===== config.mk =====
export PLATFORM = sky130hd
export DESIGN_NAME = fft_frame_ctrl
export DESIGN_NICKNAME = d
export VERILOG_FILES = /design/src/rtl/fft_frame_ctrl.sv
export SDC_FILE = /design/constraint.sdc
export NUM_CORES = 1
export LEC_CHECK = 0
export ABC_CLOCK_PERIOD_IN_PS = 2900
export CORE_MARGIN = 3
export CORE_UTILIZATION = 48
export DETAILED_ROUTE_END_ITERATION = 12
export MAX_ROUTING_LAYER = met4
export PLACE_DENSITY = 0.91
export SLEW_MARGIN = 20
export SYNTH_ARGS = -nofsm -noshare
export SYNTH_HDL_FRONTEND = slang
export SYNTH_SLANG_ARGS = --single-unit

===== constraint.sdc =====
create_clock -name clk -period 2.9 [get_ports clk]
set_clock_uncertainty 0.05 [all_clocks]
set_input_delay 0.58 -clock clk [delete_from_list [all_inputs] [get_ports clk]]
set_output_delay 0.58 -clock clk [all_outputs]
set_load 0.02 [all_outputs]

===== src/rtl/fft_frame_ctrl.sv =====
// fft_frame_ctrl: streams N samples into a parallel FFT, waits its latency, then streams N bins out.
module fft_frame_ctrl #(
    parameter int N            = 8,
    parameter int SAMPLE_WIDTH = 16,
    parameter int FFT_LATENCY  = 1
) (
    input  logic                                clk,
    input  logic                                rst,
    input  logic                                abort,
    input  logic                                s_valid,
    input  logic [SAMPLE_WIDTH-1:0]             s_data,
    output logic                                s_ready,
    output logic [N-1:0][SAMPLE_WIDTH-1:0]      fft_data_in,
    input  logic [N-1:0][SAMPLE_WIDTH-1:0]      fft_data_out,
    output logic                                m_valid,
    output logic [SAMPLE_WIDTH-1:0]             m_data,
    output logic                                m_last,
    input  logic                                m_ready,
    output logic                                busy,
    output logic                                frame_done
);
    localparam int CW = $clog2(N);
    localparam int LW = $clog2(FFT_LATENCY + 1);

    typedef enum logic [1:0] {COLLECT, WAIT, DRAIN} state_t;

    state_t                          state, state_nx;
    logic [CW-1:0]                   in_cnt, out_cnt;
    logic [LW-1:0]                   lat_cnt;
    logic [N-1:0][SAMPLE_WIDTH-1:0]  in_buf, out_buf;
    logic                            in_hs, out_hs, in_last, out_last, lat_hit;

    assign s_ready     = (state == COLLECT) && !rst;
    assign m_valid     = (state == DRAIN);
    assign m_data      = m_valid ? out_buf[out_cnt] : '0;
    assign m_last      = m_valid && out_last;
    assign busy        = (state != COLLECT);
    assign fft_data_in = in_buf;

    always_comb begin
        in_hs    = s_valid && s_ready;
        out_hs   = m_valid && m_ready;
        in_last  = (in_cnt == CW'(N - 1));
        out_last = (out_cnt == CW'(N - 1));
        lat_hit  = (lat_cnt == LW'(FFT_LATENCY));
        state_nx = abort                                  ? COLLECT :
                   (state == COLLECT && in_hs && in_last) ? WAIT    :
                   (state == WAIT && lat_hit)             ? DRAIN   :
                   (state == DRAIN && out_hs && out_last) ? COLLECT : state;
    end

    always_ff @(posedge clk) begin
        if (rst)
            state <= COLLECT;
        else
            state <= state_nx;
    end

    // Abort clears the counters but deliberately keeps both buffers.
    always_ff @(posedge clk) begin
        if (rst) begin
            in_cnt     <= '0;
            out_cnt    <= '0;
            lat_cnt    <= '0;
            in_buf     <= '0;
            out_buf    <= '0;
            frame_done <= 1'b0;
        end else if (abort) begin
            in_cnt     <= '0;
            out_cnt    <= '0;
            lat_cnt    <= '0;
            frame_done <= 1'b0;
        end else begin
            frame_done <= out_hs && out_last;
            lat_cnt    <= (state == WAIT && !lat_hit) ? lat_cnt + 1'b1 : '0;
            if (in_hs) begin
                in_buf[in_cnt] <= s_data;
                in_cnt         <= in_last ? '0 : in_cnt + 1'b1;
            end
            if (state == WAIT && lat_hit) begin
                out_buf <= fft_data_out;
                out_cnt <= '0;
            end
            if (out_hs)
                out_cnt <= out_last ? '0 : out_cnt + 1'b1;
        end
    end
endmodule


# == Yosys cells after proc, flatten, opt, wreduce, memory -nomap -nowiden ==
# Cells that the tools add are included.
# op_classes
n_addsub,3
order_cmp,3
n_eq_ne,4
mux,13
bitwise_logic,2
n_reduce_logical,24
# op_table
operator,count
$bwmux W128,1
$bmux W16 S3,1
$demux W16 S3,1
$mux W16,3
$logic_and A1 B1 Y1,12
$mux W3,4
$lt A3 B4 Y1 const B,2
$add A3 B1 Y3 const B,2
$eq A3 B3 Y1 const B,2
$reduce_bool A2 Y1,3
$reduce_or A3 Y1,2
$mux W2,2
$reduce_and A2 Y1,2
$ge A3 B1 Y1 const B,1
$reduce_bool A3 Y1,1
$eq A2 B1 Y1 const B,1
$eq A2 B2 Y1 const B,1
$logic_not A1 Y1,2
$logic_not A2 Y1,1
$not A1 Y1,2
$reduce_or A2 Y1,1
$add A1 B1 Y1 const B,1
$mux W1,1
# totals
ff_bits,266
input_bits,149
out_inout_bits,149
wordCells,71

# == Depth between registers and ports, before layout ==
# Gate-level depths: netlist of run 1.
# logic_depth
word_depth,7
ltp_mapped,7
mapped_depth_nobuf,5

# == Worst setup path after synthesis of run 1 ==
# Ideal clock, no wire load.
# synth_timing
kind,register -> output
from,reg out_cnt[1]
to,out m_data[6]
arrival_ps,1676
required_time_ps,2270
setup_slack_ps,594
stages_incl_launch_ff,6
path_buffers,2
cell_sequence,dfxtp_1 > buf_2 > buf_1 > mux2i_1 > o22ai_1 > or2_2
# synth_via
elab_chain_cells,3
# synth_lines
item,line,rtl
from (decl),28,"logic [CW-1:0] in_cnt, out_cnt;"
from (signal assigned),85,out_cnt <= out_last ? '0 : out_cnt + 1'b1;
$bmux W16 S3,35,assign m_data = m_valid ? out_buf[out_cnt] : '0;
$mux W16 (implied by the code),35,
$mux W16,35,
to (decl),16,"output logic [SAMPLE_WIDTH-1:0] m_data,"
# Every way passes these cells. The select of a mux whose other input is x is not followed.

# == Worst setup path after layout of run 1 ==
# layout_timing
from,reg out_cnt[2]
to,out m_data[1]
# Same word-level chain as after synthesis.

==> results of run 1 <==
logic make-up after synthesis:
family / Yosys count / share of synthesized area, %
adder cells (fa/ha/maj): 4 / 0.459
buffers and inverters: 126 / 4.68
AND/OR/NAND/NOR: 461 / 20.1
flip-flops: 266 / 48.9
AO/OA/AOI/OAI: 361 / 17.0
multiplexers: 96 / 8.91
flip-flops by register name, indices dropped and copies added, names as in the netlist:
name / cells
fft_data_in: 128
out_buf: 128
in_cnt: 3
out_cnt: 3
state: 2
frame_done: 1
lat_cnt: 1
cells in the final DEF (no fill, tap or decap), drive strengths merged, types with 35 or more instances in the layout:
cell           instances
dfxtp                266
nand3                 96
o21ai                 97
mux2i                 88
buf                   53
nand2b                37
nand2                267
a21oi                228
clkdlybuf4s50        279
clkbuf                35
path summary, 6_finish.rpt:
kind,startpoint,end,slack [ns],depth (start not counted)
worst max register to register,state[1]$_SDFFE_PP0P_,fft_data_in[66]$_SDFFE_PP0P_,0.72,5
worst min-delay path,out_buf[36]$_SDFFE_PP0P_,out_buf[36]$_SDFFE_PP0P_,0.40,2
worst max-delay path,out_cnt[2]$_SDFFE_PP0P_,m_data[1],0.06,5
worst min register to register,out_buf[36]$_SDFFE_PP0P_,out_buf[36]$_SDFFE_PP0P_,0.40,2
through the flow:
stage / power (uW) / utilization [%] / hold slack, ns / std cells / setup TNS (ns)
final: 7510 / 68.3 / 0.405 / 1860 / 0
after detailed placement: 4190 / 63.9 / 0.396 / 1802 / 0
after floorplan: 3890 / - / 0.386 / 1314 / 0
after global placement: 4190 / 63.9 / 0.391 / 1802 / 0
after CTS: 7510 / 68.2 / 0.404 / 1852 / 0
after global routing: 7690 / 68.3 / 0.418 / 1860 / -0.00463
area by class of cell:
cell class	count	area [sq um]	area share (%)
multi-input combinational	922	5130	34.0
inverter	1	3.75	0.0249
timing repair buffer	342	3400	22.6
tap	280	350	2.32
antenna	1	2.50	0.0166
clock buffer	34	753	4.99
clock inverter	14	110	0.730
sequential	266	5330	35.3
tightest hold or removal path: stages (launching register included):
cell	delay, ns
sky130_fd_sc_hd__dfxtp_1	0.31
sky130_fd_sc_hd__nand2_1	0.05
sky130_fd_sc_hd__a21oi_1	0.05
layer usage:
| metal | vias up | global-route usage (%) |
|---|---|---|
| met4 | 0 | 11.8 |
| li1 | 5009 | - |
| met1 | 5046 | 33.9 |
| met3 | 91 | 5.12 |
| met5 | - | - |
| met2 | 632 | 47.3 |
what timing repair did:
item	4_1_cts	5_1_grt
gates resized for setup	52	12
endpoints found under the setup margin	17	16
pin swaps	0	1
cloned	1	0
setup buffers	1	7
power groups by stage:
stage | Sequential [uW] | Clock [uW] | Combinational, uW
finish | 3670 | 3390 | 451
global route | 3670 | 3560 | 470
CTS | 3670 | 3400 | 444
detailed placement | 3750 | 0 | 441
global placement | 3750 | 0 | 440
floorplan | 3760 | 0 | 135
==> load_flow_metrics.sql, run 1 <==
INSERT INTO impl_metrics (metric_group, metric, value, unit) VALUES
('placement', 'post_dp_cell_area', '0.0141', 'sq mm'),
('yosys', 'netlist_area', '0.0109', 'sq mm'),
('setup_path', 'cpLargestDelayFamily', 'simple AND/OR/NAND/NOR gates', ''),
('cts', 'cts_sinks', '266', ''),
('timing', 'timing.final.max_slew_violations', '0', ''),
('pwr', 'switching_power', '1700', 'uW'),
('yosys', 'synth_area_leaders', 'sky130_fd_sc_hd__dfxtp_1 (49%), sky130_fd_sc_hd__a21oi_1 (10%), sky130_fd_sc_hd__nand2_1 (9.2%), sky130_fd_sc_hd__mux2i_1 (8.1%), sky130_fd_sc_hd__nand3_1 (4.4%)', ''),
('placement', 'gp_congestion', '0.997', ''),
('global_route', 'grt_first_pass_wirelength', '54300', 'um'),
('yosys', 'synth.avg_cell_area', '8.30', 'sq um'),
('pwr', 'p_int', '5810', 'uW'),
('setup_path', 'worst_ep_required_time', '2.27', 'ns'),
('setup_path', 'crit_buf_inv', '2', ''),
('setup_path', 'critPathSlowestCell', 'sky130_fd_sc_hd__or4b_4', ''),
('drt', 'routed_via_density', '5.79', ''),
('yosys', 'cell_type_with_the_largest_total_area_after_synthesis', 'sky130_fd_sc_hd__dfxtp_1', ''),
('drt', 'drt.antenna.violating_nets', '0', ''),
('status', 'run_status', 'finished, final reports clean', ''),
('die', 'die_y', '157', 'um'),
('cts', 'clkLatencyLatePin', '0.53', 'ns'),
('yosys', 'synth_flop_cell', 'sky130_fd_sc_hd__dfxtp_1', ''),
('pwr', 'clock_power_share', '45.2', '%'),
('min_path', 'hold_class', 'flop to flop', ''),
('placement', 'place.detailed.hpwl', '24300', 'um'),
('yosys', 'synth.top_cells.by_count', 'sky130_fd_sc_hd__nand2_1 (267), sky130_fd_sc_hd__dfxtp_1 (266), sky130_fd_sc_hd__a21oi_1 (228), sky130_fd_sc_hd__clkbuf_1 (107)', ''),
('timing', 'period_minus_slack', '2.84', 'ns'),
('yosys', 'ys_seq_elements', '266', ''),
('yosys', 'yosys_warnings', '0', ''),
('die', 'io_count', '298', ''),
('yosys', 'synthDistinctLibCells', '38', ''),
('yosys', 'async_reset_ff_share', '0', '%'),
('layout', 'design_area', '0.0151', 'sq mm'),
('placement', 'port_buffers', '297', ''),
('cts', 'clkSlewWorstSetupHoldPaths', '0.06', 'ns'),
('layout', 'fillers', '1619', ''),
('timing', 'worst_slack', '0.0616', 'ns'),
('drt', 'routed-via-count', '10800', ''),
('drt', 'top_signal_layer_used', 'met4', ''),
('timing', 'max_slew.worst_pin.slew', '1.26', 'ns'),
('timing', 'post_route_clock_period_utilization', '97.9', '%'),
('yosys', 'synth.most_common_cell', 'sky130_fd_sc_hd__nand2_1', ''),
('cts', 'holdBufCountCts', '0', ''),
('timing', 'report.final.setup_viol', '0', ''),
('setup_path', 'timing.critical_path.slowest_cell_delay', '0.57', 'ns'),
('setup_path', 'worst-path-max-fanout', '10', ''),
('drt', 'detailroute.wirelength.met3', '3450', 'um'),
('yosys', 'netlist_instances', '1314', ''),
('cts', 'maximum_buffer_depth_of_the_clock_tree', '3', ''),
('drt', 'initialDrtViolationCount', '951', ''),
('global_route', 'global_route.usage.total', '28.4', '%'),
('timing', 'max_slew_margin', '15.9', '%'),
('yosys', 'synthDominantCellAreaShare', '48.9', '%'),
('run', 'cap_viol_max_count', '0', ''),
('drt', 'wirelength', '36200', 'um'),
('yosys', 'synth-edff-count', '0', ''),
('cts', 'cts-buffers-inserted', '26', ''),
('timing', 'max_clock_freq', '0.352', 'GHz'),
('pwr', 'comb_power_share', '6.0', '%'),
('pwr', 'power-per-cell-area', '498', 'mW/mm^2'),
('global_route', 'antenna_found_initial', '1', ''),
('pwr', 'sequentialPowerShare', '48.8', '%'),
('global_route', 'first_global_vias', '10200', ''),
('drt', 'routedLengthMet1', '13700', 'um'),
('layout', 'final_net_count', '1712', ''),
('yosys', 'yosysSeqAreaShare', '48.9', '%'),
('setup_path', 'worstSetupEndpointType', 'output port', ''),
('layout', 'areaGrowthSynthToFinish', '38.4', '%'),
('cts', 'cts_tree', 'yes', ''),
('die', 'core_area', '0.0221', 'sq mm'),
('drt', 'drt-wirelength-per-cell', '19.4', 'um'),
('pwr', 'cellLeakagePower', '0.00504', 'uW');
No activity file was read; power rests on OpenSTA's default activity.
==> run 2: changes to the inputs <==
Settings changed: CORE_MARGIN 3 to not set, CORE_UTILIZATION 48 to 35, PLACE_DENSITY 0.91 to 0.72, SKIP_CTS_REPAIR_TIMING set to 1.
==> load_flow_metrics.sql, run 2 (synthesized netlist as in run 1, its figures left out) <==
INSERT INTO impl_metrics (metric_group, metric, value, unit) VALUES
('drt', 'drt.antenna.violating_nets', '0', ''),
('timing', 'worst_slack', '0.0824', 'ns'),
('min_path', 'hold_class', 'flop to flop', ''),
('layout', 'sequential_cell_area', '0.00533', 'sq mm'),
('setup_path', 'endpoint', 'm_data[12]', ''),
('setup_path', 'crit_buf_inv', '2', ''),
('setup_path', 'critPathSlowestCell', 'sky130_fd_sc_hd__or4b_4', ''),
('timing', 'period_minus_slack', '2.82', 'ns'),
('cts', 'clkSlewWorstSetupHoldPaths', '0.06', 'ns'),
('setup_path', 'regToRegSetupSlack', '0.64', 'ns'),
('cts', 'maximum_buffer_depth_of_the_clock_tree', '3', ''),
('cts', 'cts_sinks', '266', ''),
('drt', 'detailedRoute.firstPassIterationCount', '6', ''),
('die', 'die_y', '178', 'um'),
('layout', 'areaGrowthSynthToFinish', '40.8', '%'),
('setup_path', 'worst_r2r_path_depth', '4', ''),
('pwr', 'power-per-cell-area', '506', 'mW/mm^2'),
('timing', 'post_route_clock_period_utilization', '97.2', '%'),
('layout', 'final_layout_size_suffix_gt1_share', '8.49', '%'),
('setup_path', 'timing.critical_path.cells', 'or4b_4, buf_6, o22ai_1, or2_1, dlymetal6s2s_1', ''),
('setup_path', 'crit_start', 'state[0]$_SDFFE_PP0P_', ''),
('setup_path', 'worstSetupEndpointType', 'output port', ''),
('layout', 'final_net_count', '1711', ''),
('min_path', 'whs_path_depth', '2', ''),
('global_route', 'grt_remaining_overflow', '0', ''),
('layout', 'mostFrequentLayoutCell', 'sky130_fd_sc_hd__clkdlybuf4s50_1', ''),
('pwr', 'irDropWorstVdd', '0.407', 'mV'),
('layout', 'mostFrequentLayoutCells', 'sky130_fd_sc_hd__clkdlybuf4s50_1 (280), sky130_fd_sc_hd__nand2_1 (267), sky130_fd_sc_hd__dfxtp_1 (265)', ''),
('layout', 'final_core_utilization', '50.2', '%'),
('setup_path', 'launch_point_of_the_worst_reg_to_reg_path', 'state[0]$_SDFFE_PP0P_', ''),
('die', 'die_area', '0.0319', 'sq mm'),
('setup_path', 'worstSetupStartpointType', 'flop', ''),
('timing', 'final.hold.worst_slack', '0.405', 'ns'),
('timing', 'report.final.setup_viol', '0', ''),
('drt', 'drc', '0', ''),
('drt', 'routed-via-count', '10500', ''),
('setup_path', 'worst_ep_required_time', '2.27', 'ns'),
('layout', 'multi_input_area', '0.00512', 'sq mm'),
('global_route', 'grt_first_pass_wirelength', '54300', 'um'),
('placement', 'gp_congestion', '0.891', ''),
('timing', 'grt_setup_unrepaired', 'false', ''),
('drt', 'drt-wirelength-per-cell', '18.0', 'um'),
('cts', 'cts_root_buf', 'sky130_fd_sc_hd__clkbuf_16', ''),
('timing', 'max_slew.worst_pin.slew', '0.903', 'ns'),
('global_route', 'grt_start_max_net_pins', '271', ''),
('placement', 'pre_cts_slack', '0.166', 'ns'),
('cts', 'cts_tree', 'yes', ''),
('cts', 'cts-buffers-inserted', '29', ''),
('timing', 'timing.final.max_slew_violations', '0', ''),
('pwr', 'cellLeakagePower', '0.00521', 'uW'),
('die', 'row_count', '64', ''),
('setup_path', 'cpLargestDelayFamily', 'simple AND/OR/NAND/NOR gates', ''),
('status', 'run_status', 'finished, final reports clean', ''),
('drt', 'wirelength', '35700', 'um'),
('timing', 'timing.final.hold_violations', '0', ''),
('global_route', 'first_global_vias', '9824', ''),
('setup_path', 'timing.critical_path.slowest_cell_delay', '0.54', 'ns'),
('cts', 'htreeDepth', '1', ''),
('run', 'cap_viol_max_count', '0', ''),
('setup_path', 'worst-path-max-fanout', '16', ''),
('timing', 'max_clock_freq', '0.355', 'GHz'),
('placement', 'port_buffers', '297', ''),
('global_route', 'antenna_found_initial', '3', ''),
('timing', 'max_slew_margin', '39.8', '%'),
('die', 'core_area', '0.0306', 'sq mm'),
('placement', 'place.detailed.hpwl', '24300', 'um'),
('setup_path', 'critical_path_depth', '5', ''),
('cts', 'clkLatencyLatePin', '0.53', 'ns'),
('drt', 'initialDrtViolationCount', '1003', ''),
('setup_path', 'timing.rr.end', 'fft_data_in[89]$_SDFFE_PP0P_', ''),
('drt', 'routed_via_density', '5.30', ''),
('die', 'io_count', '298', ''),
('setup_path', 'worstSetupPathType', 'flop to output port', ''),
('layout', 'fillers', '2841', ''),
('die', 'starting_density_of_the_core', '35.6', '%'),
('setup_path', 'critical_path_arrival', '2.19', 'ns'),
('global_route', 'global_route.usage.total', '22.3', '%'),
('die', 'die_x', '178', 'um');
-- run 2: worst min path at each step --
stage,startpoint,to,slack [ns]
floorplan,out_buf[0]$_SDFFE_PP0P_,out_buf[0]$_SDFFE_PP0P_,0.39
global placement,out_buf[2]$_SDFFE_PP0P_,out_buf[2]$_SDFFE_PP0P_,0.39
detailed placement,out_buf[30]$_SDFFE_PP0P_,out_buf[30]$_SDFFE_PP0P_,0.40
CTS,out_buf[30]$_SDFFE_PP0P_,out_buf[30]$_SDFFE_PP0P_,0.40
global route,out_buf[28]$_SDFFE_PP0P_,out_buf[28]$_SDFFE_PP0P_,0.42
finish,out_buf[124]$_SDFFE_PP0P_,out_buf[124]$_SDFFE_PP0P_,0.41
-- run 2: cell type report --
cell class,instances,area share (%)
Antenna cell,3,0.0489
Inverter,1,0.0245
Multi-Input combinational cell,922,33.4
Clock buffer,36,5.36
Tap cell,396,3.23
Clock inverter,16,0.840
Sequential cell,266,34.7
Timing Repair Buffer,338,22.4
-- run 2: layer usage --
layer	track usage, %	part of all wire, %
met4	6.96	3.2
met3	5.82	10
met2	36.5	47
met5	-	0
met1	26.6	40
-- run 2: tightest hold or removal path, cell delays in order, from the launching register on --
cell and delay [ns]:
sky130_fd_sc_hd__dfxtp_1 0.31, sky130_fd_sc_hd__nand2_1 0.05, sky130_fd_sc_hd__a21oi_1 0.05
-- run 2: through the flow --
step	power [uW]	setup TNS, ns	cell area (sq um)	std cells
3_3_place_gp	4190	0	14300	1914
2_1_floorplan	3890	0	10900	1314
3_5_place_dp	4190	0	14300	1914
5_1_grt	8000	0	15300	1978
6_report	7770	0	15300	1978
4_1_cts	7820	-5.74	15200	1966
-- run 2: power by group --
group          switching, uW  internal (uW)
clock network           1540           2100
logic                    223            230
registers               7.29           3660
==> run 3: changes to the inputs <==
Settings changed: GPL_ROUTABILITY_DRIVEN set to 0.
==> results of run 3 <==
The final DEF is identical to that of run 2; final timing and power are the same.
